## config.mk

```make
export PLATFORM = sky130hd
export DESIGN_NAME = acia_tx_cfg_flat
export DESIGN_NICKNAME = d
export VERILOG_FILES = /design/src/rtl/acia_pkg.sv /design/src/rtl/acia_tx_cfg_if.sv /design/src/rtl/acia_fifo.sv /design/src/rtl/acia_tx_cfg.sv /design/src/flat_wrapper.sv
export SDC_FILE = /design/constraint.sdc
export NUM_CORES = 1
export LEC_CHECK = 0
export CAP_MARGIN = 20
export CORE_MARGIN = 5
export CORE_UTILIZATION = 25
export CTS_BUF_LIST = sky130_fd_sc_hd__clkbuf_4 sky130_fd_sc_hd__clkbuf_8 sky130_fd_sc_hd__clkbuf_16
export DETAILED_ROUTE_END_ITERATION = 10
export PLACE_DENSITY_LB_ADDON = 0.3
export SETUP_SLACK_MARGIN = 0.4
export SLEW_MARGIN = 15
export SYNTH_ARGS = -nofsm -noshare
export SYNTH_HDL_FRONTEND = slang
export SYNTH_SLANG_ARGS = --single-unit
```

## constraint.sdc

```tcl
create_clock -name clk -period 7.42 [get_ports clk]
set_clock_uncertainty 0.1 [all_clocks]
set_input_delay 1.113 -clock clk [delete_from_list [all_inputs] [get_ports clk]]
set_output_delay 1.113 -clock clk [all_outputs]
set_load 0.02 [all_outputs]
```

## src/rtl/acia_pkg.sv

```systemverilog
// acia_pkg: definitions shared by the ACIA transmit and receive paths.
//   DB5..DB8    data_bits encodings (5 to 8 data bits)
//   tx_state_t  transmit shifter states
//   LINE_IDLE   level of the serial line when nothing is being sent
//   data_mask   keeps only the bits that belong to the selected data length
package acia_pkg;

  localparam logic [1:0] DB5 = 2'd0;
  localparam logic [1:0] DB6 = 2'd1;
  localparam logic [1:0] DB7 = 2'd2;
  localparam logic [1:0] DB8 = 2'd3;

  localparam logic LINE_IDLE = 1'b1;

  typedef enum logic [2:0] {
    TX_IDLE,
    TX_START,
    TX_DATA,
    TX_PARITY,
    TX_STOP
  } tx_state_t;

  function automatic logic [7:0] data_mask(input logic [1:0] db);
    logic [7:0] m;
    case (db)
      DB5:     m = 8'h1f;
      DB6:     m = 8'h3f;
      DB7:     m = 8'h7f;
      default: m = 8'hff;
    endcase
    return m;
  endfunction

endpackage

```

## src/rtl/acia_tx_cfg_if.sv

```systemverilog
// acia_tx_cfg_if: valid/ready byte write port into the transmit FIFO.
//   tx_dat    byte to queue
//   tx_valid  write request
//   tx_ready  FIFO can accept a byte this cycle
// master: the register decode side; slave: the transmitter.
interface acia_tx_cfg_if;
  logic [7:0] tx_dat;
  logic       tx_valid;
  logic       tx_ready;

  modport master (output tx_dat, output tx_valid, input tx_ready);
  modport slave  (input tx_dat, input tx_valid, output tx_ready);
endinterface

```

## src/rtl/acia_fifo.sv

```systemverilog
// acia_fifo: synchronous FIFO shared by the ACIA transmit and receive paths.
//   clk, reset_n  clock, asynchronous active-low reset (flushes contents)
//   push, wdata   write request and data; ignored while full
//   pop           read request; ignored while empty
//   rdata         head entry, valid combinationally whenever !empty
//   full, empty   occupancy flags from registered state
//   level         number of stored entries, 0..DEPTH
// DEPTH must be a power of two (pointers wrap by overflow) and at least 2.
module acia_fifo #(
  parameter int WIDTH = 8,
  parameter int DEPTH = 4,
  localparam int AW = $clog2(DEPTH)
) (
  input  logic             clk,
  input  logic             reset_n,
  input  logic             push,
  input  logic [WIDTH-1:0] wdata,
  input  logic             pop,
  output logic [WIDTH-1:0] rdata,
  output logic             full,
  output logic             empty,
  output logic [AW:0]      level
);

  localparam logic [AW:0] FULL_CNT = (AW+1)'(DEPTH);

  logic [WIDTH-1:0] mem [DEPTH];
  logic [AW-1:0]    wr_ptr;
  logic [AW-1:0]    rd_ptr;
  logic [AW:0]      count;
  logic             do_push;
  logic             do_pop;

  assign full    = (count == FULL_CNT);
  assign empty   = (count == '0);
  assign level   = count;
  assign rdata   = mem[rd_ptr];
  // A push while full is refused even if the same cycle pops.
  assign do_push = push && !full;
  assign do_pop  = pop && !empty;

  always_ff @(posedge clk or negedge reset_n) begin
    if (!reset_n) begin
      wr_ptr <= '0;
      rd_ptr <= '0;
      count  <= '0;
    end else begin
      if (do_push) wr_ptr <= wr_ptr + 1'b1;
      if (do_pop)  rd_ptr <= rd_ptr + 1'b1;
      case ({do_push, do_pop})
        2'b10:   count <= count + 1'b1;
        2'b01:   count <= count - 1'b1;
        default: count <= count;
      endcase
    end
  end

  // Storage needs no reset: the pointers define what is valid.
  always_ff @(posedge clk) begin
    if (do_push) mem[wr_ptr] <= wdata;
  end

endmodule

```

## src/rtl/acia_tx_cfg.sv

```systemverilog
// acia_tx_cfg: configurable ACIA serial transmitter.
//   clk, reset_n     clock, asynchronous active-low reset
//   div              bit period is div+1 clocks
//   data_bits        0..3 -> 5..8 data bits
//   parity_en        append parity bit; parity_odd selects odd over even
//   stop2            two stop bits instead of one
//   wr (slave)       tx_dat / tx_valid / tx_ready byte write port
//   tx_serial        serial line to the pad, idle high, driven from a flop
//   tx_busy          frame in progress or bytes queued
//   fifo_level       queued entries, 0..FIFO_DEPTH
//
// Shifter states:
//   state     | meaning
//   TX_IDLE   | line high, waiting for a queued byte
//   TX_START  | start bit (low) for one bit period
//   TX_DATA   | data bits, LSB first
//   TX_PARITY | parity bit, only when parity was enabled for the frame
//   TX_STOP   | one or two stop bits (high)
module acia_tx_cfg
  import acia_pkg::*;
#(
  parameter int DIV_W      = 16,
  parameter int FIFO_DEPTH = 4,
  localparam int AW = $clog2(FIFO_DEPTH)
) (
  input  logic             clk,
  input  logic             reset_n,
  input  logic [DIV_W-1:0] div,
  input  logic [1:0]       data_bits,
  input  logic             parity_en,
  input  logic             parity_odd,
  input  logic             stop2,
  acia_tx_cfg_if.slave     wr,
  output logic             tx_serial,
  output logic             tx_busy,
  output logic [AW:0]      fifo_level
);

  tx_state_t        state, state_n;
  logic [DIV_W-1:0] timer, timer_n;
  logic [DIV_W-1:0] div_q, div_n;
  logic [2:0]       bit_cnt, bit_cnt_n;
  logic [2:0]       dlast_q, dlast_n;
  logic [7:0]       shreg, shreg_n;
  logic             par_q, par_n;
  logic             pen_q, pen_n;
  logic             stop2_q, stop2_n;
  logic             tx_serial_n;

  logic       fifo_full;
  logic       fifo_empty;
  logic [7:0] head;
  logic       pop;
  logic       start_frame;
  logic       bit_end;

  acia_fifo #(
    .WIDTH (8),
    .DEPTH (FIFO_DEPTH)
  ) u_fifo (
    .clk     (clk),
    .reset_n (reset_n),
    .push    (wr.tx_valid && wr.tx_ready),
    .wdata   (wr.tx_dat),
    .pop     (pop),
    .rdata   (head),
    .full    (fifo_full),
    .empty   (fifo_empty),
    .level   (fifo_level)
  );

  assign wr.tx_ready = !fifo_full;
  assign tx_busy     = (state != TX_IDLE) || !fifo_empty;
  assign bit_end     = (timer == '0);

  always_ff @(posedge clk or negedge reset_n) begin
    if (!reset_n) begin
      state     <= TX_IDLE;
      timer     <= '0;
      div_q     <= '0;
      bit_cnt   <= '0;
      dlast_q   <= '0;
      shreg     <= '0;
      par_q     <= 1'b0;
      pen_q     <= 1'b0;
      stop2_q   <= 1'b0;
      tx_serial <= LINE_IDLE;
    end else begin
      state     <= state_n;
      timer     <= timer_n;
      div_q     <= div_n;
      bit_cnt   <= bit_cnt_n;
      dlast_q   <= dlast_n;
      shreg     <= shreg_n;
      par_q     <= par_n;
      pen_q     <= pen_n;
      stop2_q   <= stop2_n;
      tx_serial <= tx_serial_n;
    end
  end

  // tx_serial_n is the level of the bit that starts on the coming edge,
  // so the line changes exactly on bit boundaries.
  always_comb begin
    state_n     = state;
    timer_n     = timer;
    div_n       = div_q;
    bit_cnt_n   = bit_cnt;
    dlast_n     = dlast_q;
    shreg_n     = shreg;
    par_n       = par_q;
    pen_n       = pen_q;
    stop2_n     = stop2_q;
    tx_serial_n = tx_serial;
    pop         = 1'b0;
    start_frame = 1'b0;

    if (state != TX_IDLE) begin
      timer_n = bit_end ? div_q : timer - 1'b1;
    end

    case (state)
      TX_IDLE: begin
        tx_serial_n = LINE_IDLE;
        if (!fifo_empty) start_frame = 1'b1;
      end
      TX_START: begin
        if (bit_end) begin
          state_n     = TX_DATA;
          tx_serial_n = shreg[0];
          shreg_n     = shreg >> 1;
          bit_cnt_n   = dlast_q;
        end
      end
      TX_DATA: begin
        if (bit_end) begin
          if (bit_cnt != '0) begin
            bit_cnt_n   = bit_cnt - 1'b1;
            tx_serial_n = shreg[0];
            shreg_n     = shreg >> 1;
          end else if (pen_q) begin
            state_n     = TX_PARITY;
            tx_serial_n = par_q;
          end else begin
            state_n     = TX_STOP;
            tx_serial_n = 1'b1;
            bit_cnt_n   = {2'b00, stop2_q};
          end
        end
      end
      TX_PARITY: begin
        if (bit_end) begin
          state_n     = TX_STOP;
          tx_serial_n = 1'b1;
          bit_cnt_n   = {2'b00, stop2_q};
        end
      end
      TX_STOP: begin
        if (bit_end) begin
          if (bit_cnt != '0) begin
            bit_cnt_n = bit_cnt - 1'b1;
          end else if (!fifo_empty) begin
            // Next start bit begins on this edge: no idle gap.
            start_frame = 1'b1;
          end else begin
            state_n     = TX_IDLE;
            tx_serial_n = LINE_IDLE;
          end
        end
      end
      default: begin
        state_n     = TX_IDLE;
        tx_serial_n = LINE_IDLE;
      end
    endcase

    // Frame setup snapshots the config so later changes wait for the next frame.
    if (start_frame) begin
      pop         = 1'b1;
      state_n     = TX_START;
      tx_serial_n = 1'b0;
      timer_n     = div;
      div_n       = div;
      shreg_n     = head;
      dlast_n     = {1'b0, data_bits} + 3'd4;
      par_n       = (^(head & data_mask(data_bits))) ^ parity_odd;
      pen_n       = parity_en;
      stop2_n     = stop2;
    end
  end

endmodule

```

## src/flat_wrapper.sv

```systemverilog
// flat-port wrapper written by rule: the top's interface ports become plain ports
module acia_tx_cfg_flat import acia_pkg::*;
#(
  parameter int DIV_W      = 16,
  parameter int FIFO_DEPTH = 4,
  localparam int AW = $clog2(FIFO_DEPTH)
)
  (clk, reset_n, div, data_bits, parity_en, parity_odd, stop2, tx_serial, tx_busy, fifo_level, wr_tx_dat, wr_tx_valid, wr_tx_ready);
  acia_tx_cfg_if wr_i ();
  input  logic clk;
  input  logic reset_n;
  input  logic [DIV_W-1:0] div;
  input  logic [1:0] data_bits;
  input  logic parity_en;
  input  logic parity_odd;
  input  logic stop2;
  output logic tx_serial;
  output logic tx_busy;
  output logic [AW:0] fifo_level;
  input wire logic [$bits(wr_i.tx_dat)-1:0] wr_tx_dat;
  input wire logic [$bits(wr_i.tx_valid)-1:0] wr_tx_valid;
  output wire logic [$bits(wr_i.tx_ready)-1:0] wr_tx_ready;
  assign wr_i.tx_dat = wr_tx_dat;
  assign wr_i.tx_valid = wr_tx_valid;
  assign wr_tx_ready = wr_i.tx_ready;
  acia_tx_cfg #(.DIV_W(DIV_W), .FIFO_DEPTH(FIFO_DEPTH)) u_core (.clk(clk), .reset_n(reset_n), .div(div), .data_bits(data_bits), .parity_en(parity_en), .parity_odd(parity_odd), .stop2(stop2), .wr(wr_i), .tx_serial(tx_serial), .tx_busy(tx_busy), .fifo_level(fifo_level));
endmodule
```

==> results of run 1 <==
[placed cells by master (no fill, tap or decap), types with 3 or more instances in the layout]
cell type                         netlist  final
sky130_fd_sc_hd__xor2_1                 7      7
sky130_fd_sc_hd__mux2_2                 3      3
sky130_fd_sc_hd__a21oi_1                8      8
sky130_fd_sc_hd__mux2i_1                6      6
sky130_fd_sc_hd__nor3_1                 9      9
sky130_fd_sc_hd__o22ai_1                3      3
sky130_fd_sc_hd__nor2b_1                3      3
sky130_fd_sc_hd__nand3_1                5      5
sky130_fd_sc_hd__or3_1                  3      3
sky130_fd_sc_hd__a31oi_1               12     12
sky130_fd_sc_hd__nand2b_1               3      3
sky130_fd_sc_hd__and3_1                 4      4
sky130_fd_sc_hd__inv_1                 14     14
sky130_fd_sc_hd__clkbuf_16              0      9
sky130_fd_sc_hd__clkdlybuf4s50_1        0     36
sky130_fd_sc_hd__nand2_1               94     94
sky130_fd_sc_hd__ha_1                   9      9
sky130_fd_sc_hd__o211ai_1              10     10
sky130_fd_sc_hd__o21ai_2                6      6
sky130_fd_sc_hd__o21ai_0               17     17
sky130_fd_sc_hd__xnor2_1               15     15
sky130_fd_sc_hd__edfxtp_1              32     32
sky130_fd_sc_hd__dfrtp_1               59     59
sky130_fd_sc_hd__mux4_2                 8      8
sky130_fd_sc_hd__nor2_1                31     31
sky130_fd_sc_hd__buf_4                  1      3
[worst max path at each step]
| stage | cells after the start | slack [ns] | startpoint | endpoint |
|---|---|---|---|---|
| 5_1_grt | 5 | 3.70 | u_core.state[1]$_DFFE_PN0P_ | tx_busy |
| 3_3_place_gp | 10 | 4.07 | u_core.timer[0]$_DFFE_PN0P_ | u_core.u_fifo.level[1]$_DFFE_PN0P_ |
| 6_report | 4 | 3.83 | u_core.u_fifo.level[0]$_DFFE_PN0P_ | tx_busy |
| 3_5_place_dp | 10 | 3.97 | u_core.timer[0]$_DFFE_PN0P_ | u_core.u_fifo.level[1]$_DFFE_PN0P_ |
| 2_1_floorplan | 11 | 4.50 | u_core.timer[0]$_DFFE_PN0P_ | u_core.u_fifo.level[1]$_DFFE_PN0P_ |
| 4_1_cts | 4 | 3.81 | u_core.u_fifo.level[0]$_DFFE_PN0P_ | tx_busy |
[area by class of cell]
type	instances	area, um2	share of cell area (%)
inverter	15	57.6	1.07
multi-input combinational	297	1920	35.7
tap	229	287	5.32
clock buffer	9	225	4.18
clock inverter	6	47.5	0.882
sequential	92	2460	45.7
timing repair buffer	40	388	7.20
[through the flow]
step | cell area [um2] | hold WS [ns]
3_3_place_gp | 5120 | 0.355
2_1_floorplan | 4550 | 0.339
4_1_cts | 5390 | 0.383
5_1_grt | 5390 | 0.403
6_report | 5390 | 0.377
3_5_place_dp | 5120 | 0.367
[critical path, stage by stage (launching register included)]
cell                              delay [ns]
sky130_fd_sc_hd__dfrtp_1                0.45
sky130_fd_sc_hd__nor3_1                 0.60
sky130_fd_sc_hd__nand2_1                0.11
sky130_fd_sc_hd__buf_4                  0.27
sky130_fd_sc_hd__clkdlybuf4s50_1        0.58
[registers in the layout (all words and copies together) (netlist names), 2 cells and up]
signal and count:
u_core.u_fifo.rd_ptr 2, u_core.timer 16, u_core.shreg 8, u_core.bit_cnt 3, u_core.div_q 16, u_core.u_fifo.level 3
u_core.state 3, u_core.u_fifo.mem 32, u_core.u_fifo.wr_ptr 2, u_core.dlast_q 3
[logic make-up (layout without fill, tap and decap cells)]
group	Yosys count	count (layout)	synth area share (%)
simple gates	170	170	17.3
flops	92	92	54.2
compound gates	78	78	11.8
buf+inv	36	70	3.55
xor+xnor	22	22	4.24
mux	17	17	6.03
fa+ha+maj	10	10	2.92
[routing by layer]
| layer | share of wire (%) | vias to the layer above | global-route usage, % | wire length (um) |
|---|---|---|---|---|
| li1 | - | 1566 | - | - |
| met1 | 46 | 1585 | 12.5 | 4520 |
| met2 | 49 | 56 | 16.0 | 4770 |
| met3 | 3.1 | 17 | 2.30 | 307 |
| met4 | 2.3 | 0 | 4.17 | 221 |
| met5 | 0 | - | 0 | 0 |
[power groups by stage]
| stage | Combinational (mW) | Clock, mW | Sequential, mW |
|---|---|---|---|
| after floorplan | 0.749 | 0 | 0.853 |
| after global placement | 0.901 | 0 | 0.899 |
| after detailed placement | 0.917 | 0 | 0.909 |
| after CTS | 0.924 | 0.445 | 0.901 |
| after global routing | 1.03 | 0.463 | 0.929 |
| final | 0.910 | 0.427 | 0.900 |
==> Implementation_results.wiki, run 1 <==
{| class="wikitable"
! Metric !! Value
|-
| Avg Cell Area, Syn || 10.7 um2
|-
| Total grt overflow || 0
|-
| Share of synthesized registers carrying an async set or reset || 65.2%
|-
| Number of input and output port buffers inserted || 37
|-
| Total of hold buffers inserted after clock tree synthesis || 0
|-
| Number of buffers inserted by post-CTS setup repair || 0
|-
| Switching share of total power || 39.0%
|-
| Worst r2r src || u_core.timer[0]$_DFFE_PN0P_
|-
| Capturing point of the worst reg2reg path || u_core.u_fifo.level[1]$_DFFE_PN0P_
|-
| Max Buffers Root-to-Sink || 2
|-
| First-pass iteration count of the detailed router || 4
|-
| Number of clock sinks || 92
|-
| DRC violations left || 0
|-
| Dpl cells || 673
|-
| Cell at the root of the clock tree || sky130_fd_sc_hd__clkbuf_16
|-
| Leakage power summed over all cells || 2.14 nW
|-
| Setup total negative slack || 0 ns
|-
| Final GP Congestion || 0.817
|-
| Number of antenna violations at the first check in global routing || 0
|-
| Share of the synthesized area in the top cell type || 32.5%
|-
| Clock-pin slew on the worst setup and hold paths || 0.07 ns
|-
| Max Fclk || 0.279 GHz
|-
| Clock Latency Late Sink || 0.34 ns
|-
| Number of distinct library cells after synthesis || 63
|-
| Maximum number of pins on one net before global-route repair || 61
|-
| Worst max-slew margin expressed relative to the limit || 41.8%
|-
| Initial standard-cell utilization of the core || 25.3%
|-
| Final worst-path setup slack || 3.83 ns
|-
| Final cycle utilization of the critical path || 48.4%
|-
| Number of cells in the finished layout apart from fillers || 688
|-
| Endpoint with the worst hold slack || u_core.div_q[9]$_DFFE_PN0P_
|-
| Commonest cells post-synth || 94 x sky130_fd_sc_hd__nand2_1, 59 x sky130_fd_sc_hd__dfrtp_1, 32 x sky130_fd_sc_hd__edfxtp_1
|-
| Die Y || 145 um
|-
| Period minus WS final || 3.59 ns
|-
| Peak supply drop || 0.000165 V
|-
| Clk pwr share || 19.1%
|-
| Number of buffers created by CTS || 9
|-
| EDFF count, synth || 32
|-
| Reg2reg path depth || 10
|-
| Setup-failing EPs final || 0
|-
| Register share of total power || 40.2%
|-
| Via count of the first global-routing pass || 3219
|-
| CTS tree || built
|-
| Maximum net fanout on the critical path || 34
|-
| Part of the Yosys area used for sequential elements || 54.2%
|-
| Run status || finished clean
|-
| Number of nets in the synthesized netlist || 467
|-
| Number of warning messages in the yosys log || 0
|-
| Share of total power in combinational logic || 40.7%
|-
| CP Capture Type || output port
|-
| Setup repair after global routing missed its margin || no
|-
| Max-cap viol count || 0
|-
| Number of placement rows || 49
|-
| Worst-case register-to-register setup slack || 3.99 ns
|-
| HP Class || reg2reg
|-
| Largest cells by area after synthesis || sky130_fd_sc_hd__dfrtp_1 32%, sky130_fd_sc_hd__edfxtp_1 21%, sky130_fd_sc_hd__nand2_1 7.8%
|-
| Growth of design area from synthesis to finish || 18.5%
|-
| Place WS || 3.97 ns
|-
| Combined area of all synthesized cells || 4550 um2
|-
| # IOs || 38
|-
| Final count of pins violating max slew || 0
|-
| Ys flop type || sky130_fd_sc_hd__dfrtp_1
|-
| Chip Width || 145 um
|-
| First-iteration detailed-routing DRC count || 149
|-
| Wire length of the first global-routing pass || 16200 um
|-
| Overall power consumption || 2.24 mW
|-
| Post-DP HPWL || 6650 um
|-
| Total of flip-flops plus latches after synthesis || 92
|-
| Number of H-tree branching levels || 3
|-
| Worst slew pin tran || 0.872 ns
|-
| Data required, critical path || 6.21 ns
|-
| Count of instances resized after the clock tree is built || 0
|-
| Routed WL || 9810 um
|-
| Floorplan die area || 21000 um2
|-
| Internal power of the cells || 1.36 mW
|-
| Routed wire per std cell || 14.3 um
|-
| Number of fillers in the final layout || 1842
|-
| Number of nets in the layout || 497
|-
| Largest area contributor in the synthesized netlist || sky130_fd_sc_hd__dfrtp_1
|-
| Final Hold Vio Count || 0
|-
| Number of antenna diodes || 0
|-
| Total via count in the routed design || 3224
|-
| Type of the setup path with the least slack || reg2out
|-
| Post-synthesis cell count || 425
|-
| Finished Core Util || 30.0%
|-
| Pwr dens || 415 nW/um2
|-
| GR Util All Layers || 9.83%
|-
| CP Launch Type || flip-flop
|-
| Worst Hold Launch || u_core.div_q[9]$_DFFE_PN0P_
|-
| Net switching power || 0.871 mW
|-
| DRT antenna net count || 0
|-
| Most numerous cell in the Yosys netlist || sky130_fd_sc_hd__nand2_1
|-
| Ratio of routed vias to standard cells || 4.69
|-
| Core Footprint || 18000 um2
|-
| WHS Path Cells || 2
|-
| Arrival time at the worst endpoint || 2.38 ns
|-
| Fraction of final layout cells sized beyond drive strength 1 || 10.5%
|}
Power figures use the tool's default switching activity.
==> inputs of run 2 (changes only) <==
- clock period: 7.42 -> 3.1 ns (I/O delays scaled with it)
==> Implementation_results.wiki, run 2 (synthesized netlist as in run 1, its figures left out) <==
{| class="wikitable"
! Metric !! Value
|-
| Highest layer used for signal routing || met4
|-
| Share of total power in combinational logic || 40.7% (about the same)
|-
| Wire length of the first global-routing pass || 16700 um (+3.1%)
|-
| Clock Latency Late Sink || 0.35 ns (about the same)
|-
| Pwr dens || 1020 nW/um2 (+140%)
|-
| Max Fclk || 0.383 GHz
|-
| Number of clock sinks || 92 (unchanged)
|-
| Max FFs per register || 32 (unchanged)
|-
| Wire length the detailed router placed on met1 || 4520 um (about the same)
|-
| Maximum net fanout on the critical path || 4 (-88%)
|-
| Top register by number of flip-flops || u_core.u_fifo.mem
|-
| DRT antenna net count || 0 (unchanged)
|-
| Number of antenna diodes || 0 (unchanged)
|-
| Clk pwr share || 21.8% (+2.7 points)
|-
| Switching share of total power || 37.6% (-1.4 points)
|-
| Worst setup path startpoint || u_core.timer[0]$_DFFE_PN0P_
|-
| Registers with the highest flip-flop counts || u_core.u_fifo.mem: 32 flops, u_core.div_q: 16 flops, u_core.timer: 16 flops
|-
| Arrival time at the worst endpoint || 2.74 ns (+0.36 ns)
|-
| Worst slew pin tran || 0.787 ns (-0.0859 ns)
|-
| Internal power of the cells || 3.58 mW (+160%)
|-
| Commonest cells after routing, fill and taps aside || 94 x sky130_fd_sc_hd__nand2_1, 58 x sky130_fd_sc_hd__dfrtp_1, 35 x sky130_fd_sc_hd__clkdlybuf4s50_1, 32 x sky130_fd_sc_hd__edfxtp_1, 31 x sky130_fd_sc_hd__nor2_1
|-
| Standard cell area after detailed placement || 5190 um2 (+1.4%)
|-
| Floorplan die area || 21000 um2 (unchanged)
|-
| Worst r2r src || u_core.timer[0]$_DFFE_PN0P_
|-
| Final count of pins violating max slew || 0 (unchanged)
|-
| CTS tree || built
|-
| Final GP Congestion || 0.814 (-0.28%)
|-
| Final worst-path setup slack || 0.491 ns (-3.34 ns)
|-
| End of the critical path || u_core.u_fifo.level[1]$_DFFE_PN0P_
|-
| Finished layout cell area || 5640 um2 (+4.7%)
|-
| Peak supply drop || 0.000449 V (+170%)
|-
| First-pass iteration count of the detailed router || 5 (+1)
|-
| Max-cap viol count || 0 (unchanged)
|-
| Total of hold buffers inserted after clock tree synthesis || 0 (unchanged)
|-
| Number of nets in the layout || 514 (+3.4%)
|-
| Setup repair after global routing missed its margin || yes
|-
| Setup-failing EPs final || 0 (unchanged)
|-
| Run status || finished clean
|-
| Place WS || 0.369 ns (-3.60 ns)
|-
| Initial standard-cell utilization of the core || 25.3% (unchanged)
|-
| Routed wire per std cell || 14.2 um (-0.37%)
|-
| Reg2reg path depth || 10 (unchanged)
|-
| Final cycle utilization of the critical path || 84.2%
|-
| Number of placement rows || 49 (unchanged)
|-
| Max Buffers Root-to-Sink || 2 (unchanged)
|-
| Net switching power || 2.15 mW (+150%)
|-
| Maximum number of pins on one net before global-route repair || 61 (unchanged)
|-
| CP Launch Type || flip-flop
|-
| First-iteration detailed-routing DRC count || 205 (+38%)
|-
| Routed WL || 10000 um (+2.2%)
|-
| Setup total negative slack || 0 ns (unchanged)
|-
| DR WL met2 || 4900 um (+2.7%)
|-
| Number of antenna violations at the first check in global routing || 0 (unchanged)
|-
| CP Capture Type || flip-flop
|-
| Register share of total power || 37.5% (-2.7 points)
|-
| Total grt overflow || 0 (unchanged)
|-
| GR Util All Layers || 10.2% (+0.38 points)
|-
| Number of input and output port buffers inserted || 37 (unchanged)
|-
| Most common library cell in the layout ignoring fill and taps || sky130_fd_sc_hd__nand2_1
|-
| Chip Width || 145 um (unchanged)
|-
| Finished Core Util || 31.4% (+1.4 points)
|-
| HP Class || in2async
|-
| Fraction of final layout cells sized beyond drive strength 1 || 15.3% (+4.8 points)
|-
| Capturing point of the worst reg2reg path || u_core.u_fifo.level[1]$_DFFE_PN0P_
|-
| Period minus WS final || 2.61 ns
|-
| Growth of design area from synthesis to finish || 24.1%
|-
| Number of H-tree branching levels || 3 (unchanged)
|-
| Total via count in the routed design || 3237 (+0.40%)
|-
| # IOs || 38 (unchanged)
|-
| Worst max-slew margin expressed relative to the limit || 47.6% (+5.7 points)
|-
| Number of buffers created by CTS || 9 (unchanged)
|-
| Core Footprint || 18000 um2 (unchanged)
|-
| Worst-case register-to-register setup slack || 0.49 ns (-3.50 ns)
|-
| Die Y || 145 um (unchanged)
|-
| Final Hold Vio Count || 0 (unchanged)
|-
| Type of the setup path with the least slack || reg2reg
|-
| Post-DP HPWL || 6820 um (+2.7%)
|-
| Cell at the root of the clock tree || sky130_fd_sc_hd__clkbuf_16
|-
| Ratio of routed vias to standard cells || 4.58 (-2.2%)
|-
| Overall power consumption || 5.73 mW (+160%)
|-
| DRC violations left || 0 (unchanged)
|-
| Leakage power summed over all cells || 2.27 nW (+6.1%)
|-
| Met3 wire len || 371 um (+21%)
|-
| Via count of the first global-routing pass || 3230 (+0.34%)
|-
| Data required, critical path || 3.23 ns (-2.98 ns)
|-
| Clock-pin slew on the worst setup and hold paths || 0.07 ns (about the same)
|}
## run 2: cell count changes in the layout (fill, tap and decap cells not counted), moves of 2 or more
cell	previous run	this run
sky130_fd_sc_hd__buf_4	3	18
sky130_fd_sc_hd__bufinv_16	0	2
sky130_fd_sc_hd__clkinvlp_4	2	0
sky130_fd_sc_hd__ha_1	9	6
sky130_fd_sc_hd__ha_4	0	2
sky130_fd_sc_hd__inv_1	14	12
sky130_fd_sc_hd__inv_2	0	2
## run 2: what timing repair did
action / in CTS / in global routing
pin swaps: 1 / 8
gates resized for setup: 2 / 5
buffers inserted: 1 / 9
gates cloned: 0 / 0
setup endpoints to repair: 3 / 21
endpoints found under the hold margin: 0 / 0
## run 2: per-stage QoR
| step | hold slack, ns | std cells |
|---|---|---|
| CTS | 0.201 | 697 |
| global route | 0.256 | 706 |
| finish | 0.166 | 706 |
| detailed placement | 0.361 | 680 |
| floorplan | 0.0694 | 425 |
| global placement | 0.358 | 680 |
## run 2: power by group through the flow
stage                     Clock (mW)  Combinational, mW  Sequential [mW]
after detailed placement           0               2.26             2.18
after floorplan                    0               1.83             2.05
after global placement             0               2.21             2.17
after global routing            1.33               2.64             2.22
after CTS                       1.29               2.28             2.16
final                           1.25               2.34             2.15
## run 2: worst max-delay path: stages (launching register included)
cell and delay (ns):
sky130_fd_sc_hd__dfrtp_1 0.43, sky130_fd_sc_hd__inv_2 0.10, sky130_fd_sc_hd__ha_4 0.14, sky130_fd_sc_hd__nor3b_4 0.21, sky130_fd_sc_hd__nand4_1 0.16, sky130_fd_sc_hd__o31ai_2 0.31, sky130_fd_sc_hd__nand2_1 0.13, sky130_fd_sc_hd__clkinv_2 0.11
sky130_fd_sc_hd__ha_4 0.15, sky130_fd_sc_hd__fa_1 0.39, sky130_fd_sc_hd__mux2_4 0.27
## run 2: cell type report
class / instances / area (um2)
repair buffers: 57 / 534
clock buffers: 9 / 225
well taps: 229 / 287
flip-flops and latches: 92 / 2460
fillers: 1838 / 12300
clock inverters: 7 / 116
inverters: 15 / 57.6
multi-input cells: 297 / 1960
## run 2: worst min path at each step
stage	from	to	slack [ns]	depth (start not counted)
CTS	reset_n	u_core.div_q[5]$_DFFE_PN0P_	0.20	2
floorplan	reset_n	u_core.bit_cnt[0]$_DFFE_PN0P_	0.07	0
global route	reset_n	u_core.div_q[5]$_DFFE_PN0P_	0.26	2
finish	reset_n	u_core.div_q[5]$_DFFE_PN0P_	0.17	2
detailed placement	u_core.div_q[14]$_DFFE_PN0P_	u_core.div_q[14]$_DFFE_PN0P_	0.36	2
global placement	u_core.div_q[1]$_DFFE_PN0P_	u_core.div_q[1]$_DFFE_PN0P_	0.36	2
## run 2: layer usage
metal | GRT usage, % | vias up
li1 | - | 1599
met1 | 13.1 | 1569
met2 | 15.9 | 54
met3 | 2.43 | 15
met4 | 5.30 | 0
met5 | 0 | -
==> inputs of run 3 (changes only) <==
- clock period: 3.1 -> 2.2 ns (I/O delays scaled with it)
==> Implementation_results.wiki, run 3 (synthesized netlist as in run 1, its figures left out) <==
{| class="wikitable"
! Metric !! Value
|-
| Run status || finished, violations left
|-
| Failing checks || negative setup slack
|-
| Max Buffers Root-to-Sink || 2 (unchanged)
|-
| Clock Latency Late Sink || 0.35 ns (about the same)
|-
| Worst-case register-to-register setup slack || -0.25 ns (-0.74 ns)
|-
| Number of H-tree branching levels || 3 (unchanged)
|-
| Fraction of final layout cells sized beyond drive strength 1 || 35.0% (+20 points)
|-
| Clock-pin slew on the worst setup and hold paths || 0.07 ns (about the same)
|-
| Number of input and output port buffers inserted || 37 (unchanged)
|-
| Type of the setup path with the least slack || reg2reg
|-
| Arrival time at the worst endpoint || 2.58 ns (-0.16 ns)
|-
| Worst r2r src || u_core.timer[0]$_DFFE_PN0P_
|-
| Peak supply drop || 0.000693 V (+54%)
|-
| Wire length of the first global-routing pass || 20100 um (+20%)
|-
| Total grt overflow || 0 (unchanged)
|-
| First-pass iteration count of the detailed router || 4 (-1)
|-
| Via count of the first global-routing pass || 3765 (+17%)
|-
| Number of antenna violations at the first check in global routing || 0 (unchanged)
|-
| Routed WL || 12600 um (+26%)
|-
| Maximum net fanout on the critical path || 4 (unchanged)
|-
| Setup-failing EPs final || 52 (+52)
|-
| Leakage power summed over all cells || 2.91 nW (+28%)
|-
| Number of antenna diodes || 0 (unchanged)
|-
| # IOs || 38 (unchanged)
|-
| CTS tree || built
|-
| DRT antenna net count || 0 (unchanged)
|-
| Number of buffers created by CTS || 9 (unchanged)
|-
| Chip Width || 145 um (unchanged)
|-
| Final count of pins violating max slew || 0 (unchanged)
|-
| Max FFs per register || 32 (unchanged)
|-
| Most common library cell in the layout ignoring fill and taps || sky130_fd_sc_hd__nand2_1
|-
| CP Launch Type || flip-flop
|-
| Final GP Congestion || 0.834 (+2.4%)
|-
| Worst max-slew margin expressed relative to the limit || 68.1% (+21 points)
|-
| Registers with the highest flip-flop counts || u_core.u_fifo.mem: 32 flops, u_core.div_q: 16 flops, u_core.timer: 16 flops
|-
| Number of nets in the layout || 592 (+15%)
|-
| Reg2reg path depth || 11 (+1)
|-
| Max Fclk || 0.409 GHz (+6.7%)
|-
| Final worst-path setup slack || -0.246 ns (-0.737 ns)
|-
| Overall power consumption || 10.5 mW (+83%)
|-
| Period minus WS final || 2.45 ns (-0.163 ns)
|-
| CP Capture Type || flip-flop
|-
| DRC violations left || 0 (unchanged)
|-
| Number of clock sinks || 92 (unchanged)
|-
| Capturing point of the worst reg2reg path || u_core.timer[12]$_DFFE_PN0P_
|-
| Final cycle utilization of the critical path || 111% (+27 points)
|-
| Maximum number of pins on one net before global-route repair || 35 (-43%)
|-
| GR Util All Layers || 12.5% (+2.3 points)
|-
| HP Class || in2async
|-
| Pwr dens || 1540 nW/um2 (+52%)
|-
| Initial standard-cell utilization of the core || 25.3% (unchanged)
|-
| Floorplan die area || 21000 um2 (unchanged)
|-
| First-iteration detailed-routing DRC count || 209 (+2.0%)
|-
| Max-cap viol count || 0 (unchanged)
|-
| Growth of design area from synthesis to finish || 49.6%
|-
| Number of placement rows || 49 (unchanged)
|-
| Worst Hold Slack || 0.346 ns (+0.180 ns)
|-
| Setup repair after global routing missed its margin || yes
|-
| Total via count in the routed design || 3674 (+14%)
|-
| Commonest cells after routing, fill and taps aside || 72 x sky130_fd_sc_hd__nand2_1, 63 x sky130_fd_sc_hd__buf_4, 59 x sky130_fd_sc_hd__dfrtp_1, 32 x sky130_fd_sc_hd__edfxtp_1, 30 x sky130_fd_sc_hd__clkdlybuf4s50_1
|-
| Data required, critical path || 2.33 ns (-0.90 ns)
|-
| Core Footprint || 18000 um2 (unchanged)
|-
| Routed wire per std cell || 16.1 um (+13%)
|-
| Worst slew pin tran || 0.478 ns (-0.308 ns)
|-
| Cell at the root of the clock tree || sky130_fd_sc_hd__clkbuf_16
|-
| Setup total negative slack || -5.41 ns (-5.41 ns)
|-
| Ratio of routed vias to standard cells || 4.69 (+2.2%)
|-
| Final Hold Vio Count || 0 (unchanged)
|-
| Post-DP HPWL || 7670 um (+12%)
|-
| Die Y || 145 um (unchanged)
|-
| Finished Core Util || 37.9% (+6.5 points)
|-
| Place WS || -0.239 ns (-0.609 ns)
|-
| Top register by number of flip-flops || u_core.u_fifo.mem
|}
run 3: cell types whose count changed in the layout (fill, tap and decap cells not counted), moves of 9 or more:
| cell | change |
|---|---|
| sky130_fd_sc_hd__buf_4 | +45 |
| sky130_fd_sc_hd__buf_6 | +14 |
| sky130_fd_sc_hd__nand2_1 | -22 |
| sky130_fd_sc_hd__nand2_2 | +13 |
| sky130_fd_sc_hd__nand2_4 | +9 |
| sky130_fd_sc_hd__o21ai_0 | -9 |
run 3: area by class of cell:
class / count / area, um2
clock buffers: 12 / 265
clock inverters: 4 / 30.0
fillers: 1725 / 11200
inverters: 15 / 61.3
multi-input cells: 297 / 2210
flip-flops and latches: 92 / 2460
well taps: 229 / 287
repair buffers: 135 / 1490
run 3: per-layer routing:
layer	wire (um)	global-route usage, %	vias up
li1	-	-	1754
met1	5480	15.9	1822
met2	6440	21.2	88
met3	613	3.32	10
met4	92	2.75	0
met5	0	0	-
run 3: worst max-delay path by stage:
stage                           startpoint                                  to  cells past startpoint
6_report       u_core.timer[0]$_DFFE_PN0P_        u_core.timer[12]$_DFFE_PN0P_                     11
5_1_grt        u_core.timer[0]$_DFFE_PN0P_        u_core.timer[12]$_DFFE_PN0P_                     11
4_1_cts        u_core.timer[0]$_DFFE_PN0P_  u_core.u_fifo.level[1]$_DFFE_PN0P_                     10
3_5_place_dp   u_core.timer[0]$_DFFE_PN0P_  u_core.u_fifo.level[1]$_DFFE_PN0P_                     10
3_3_place_gp   u_core.timer[1]$_DFFE_PN0P_  u_core.u_fifo.level[1]$_DFFE_PN0P_                     10
2_1_floorplan  u_core.timer[0]$_DFFE_PN0P_  u_core.u_fifo.level[1]$_DFFE_PN0P_                     11
run 3: power by group:
part,switching [mW],internal [mW]
logic,2.70,3.37
clock network,0.677,0.867
registers,0.432,2.45
total,3.81,6.69
run 3: what timing repair did:
item / 4_1_cts / 5_1_grt
setup endpoints to repair: 64 / 60
pin swaps: 16 / 29
gates cloned: 10 / 0
gates resized for setup: 69 / 40
hold buffers: 1 / 0
setup buffers: 21 / 10
endpoints found under the hold margin: 12 / 0
run 3: through the flow:
step / instances / instance area, um2
6_report: 784 / 6800
3_3_place_gp: 726 / 5640
5_1_grt: 784 / 6800
3_5_place_dp: 726 / 5640
2_1_floorplan: 425 / 4710
4_1_cts: 774 / 6560
run 3: worst max-delay path: stages (launching register included):
cell and delay [ns]:
sky130_fd_sc_hd__dfrtp_1 0.39, sky130_fd_sc_hd__inv_2 0.08, sky130_fd_sc_hd__ha_4 0.13, sky130_fd_sc_hd__nor3b_4 0.20
sky130_fd_sc_hd__nand4_1 0.19, sky130_fd_sc_hd__o31ai_4 0.26, sky130_fd_sc_hd__nand2_2 0.12, sky130_fd_sc_hd__buf_4 0.15
sky130_fd_sc_hd__buf_6 0.12, sky130_fd_sc_hd__buf_12 0.13, sky130_fd_sc_hd__mux2_4 0.28, sky130_fd_sc_hd__a22o_1 0.18
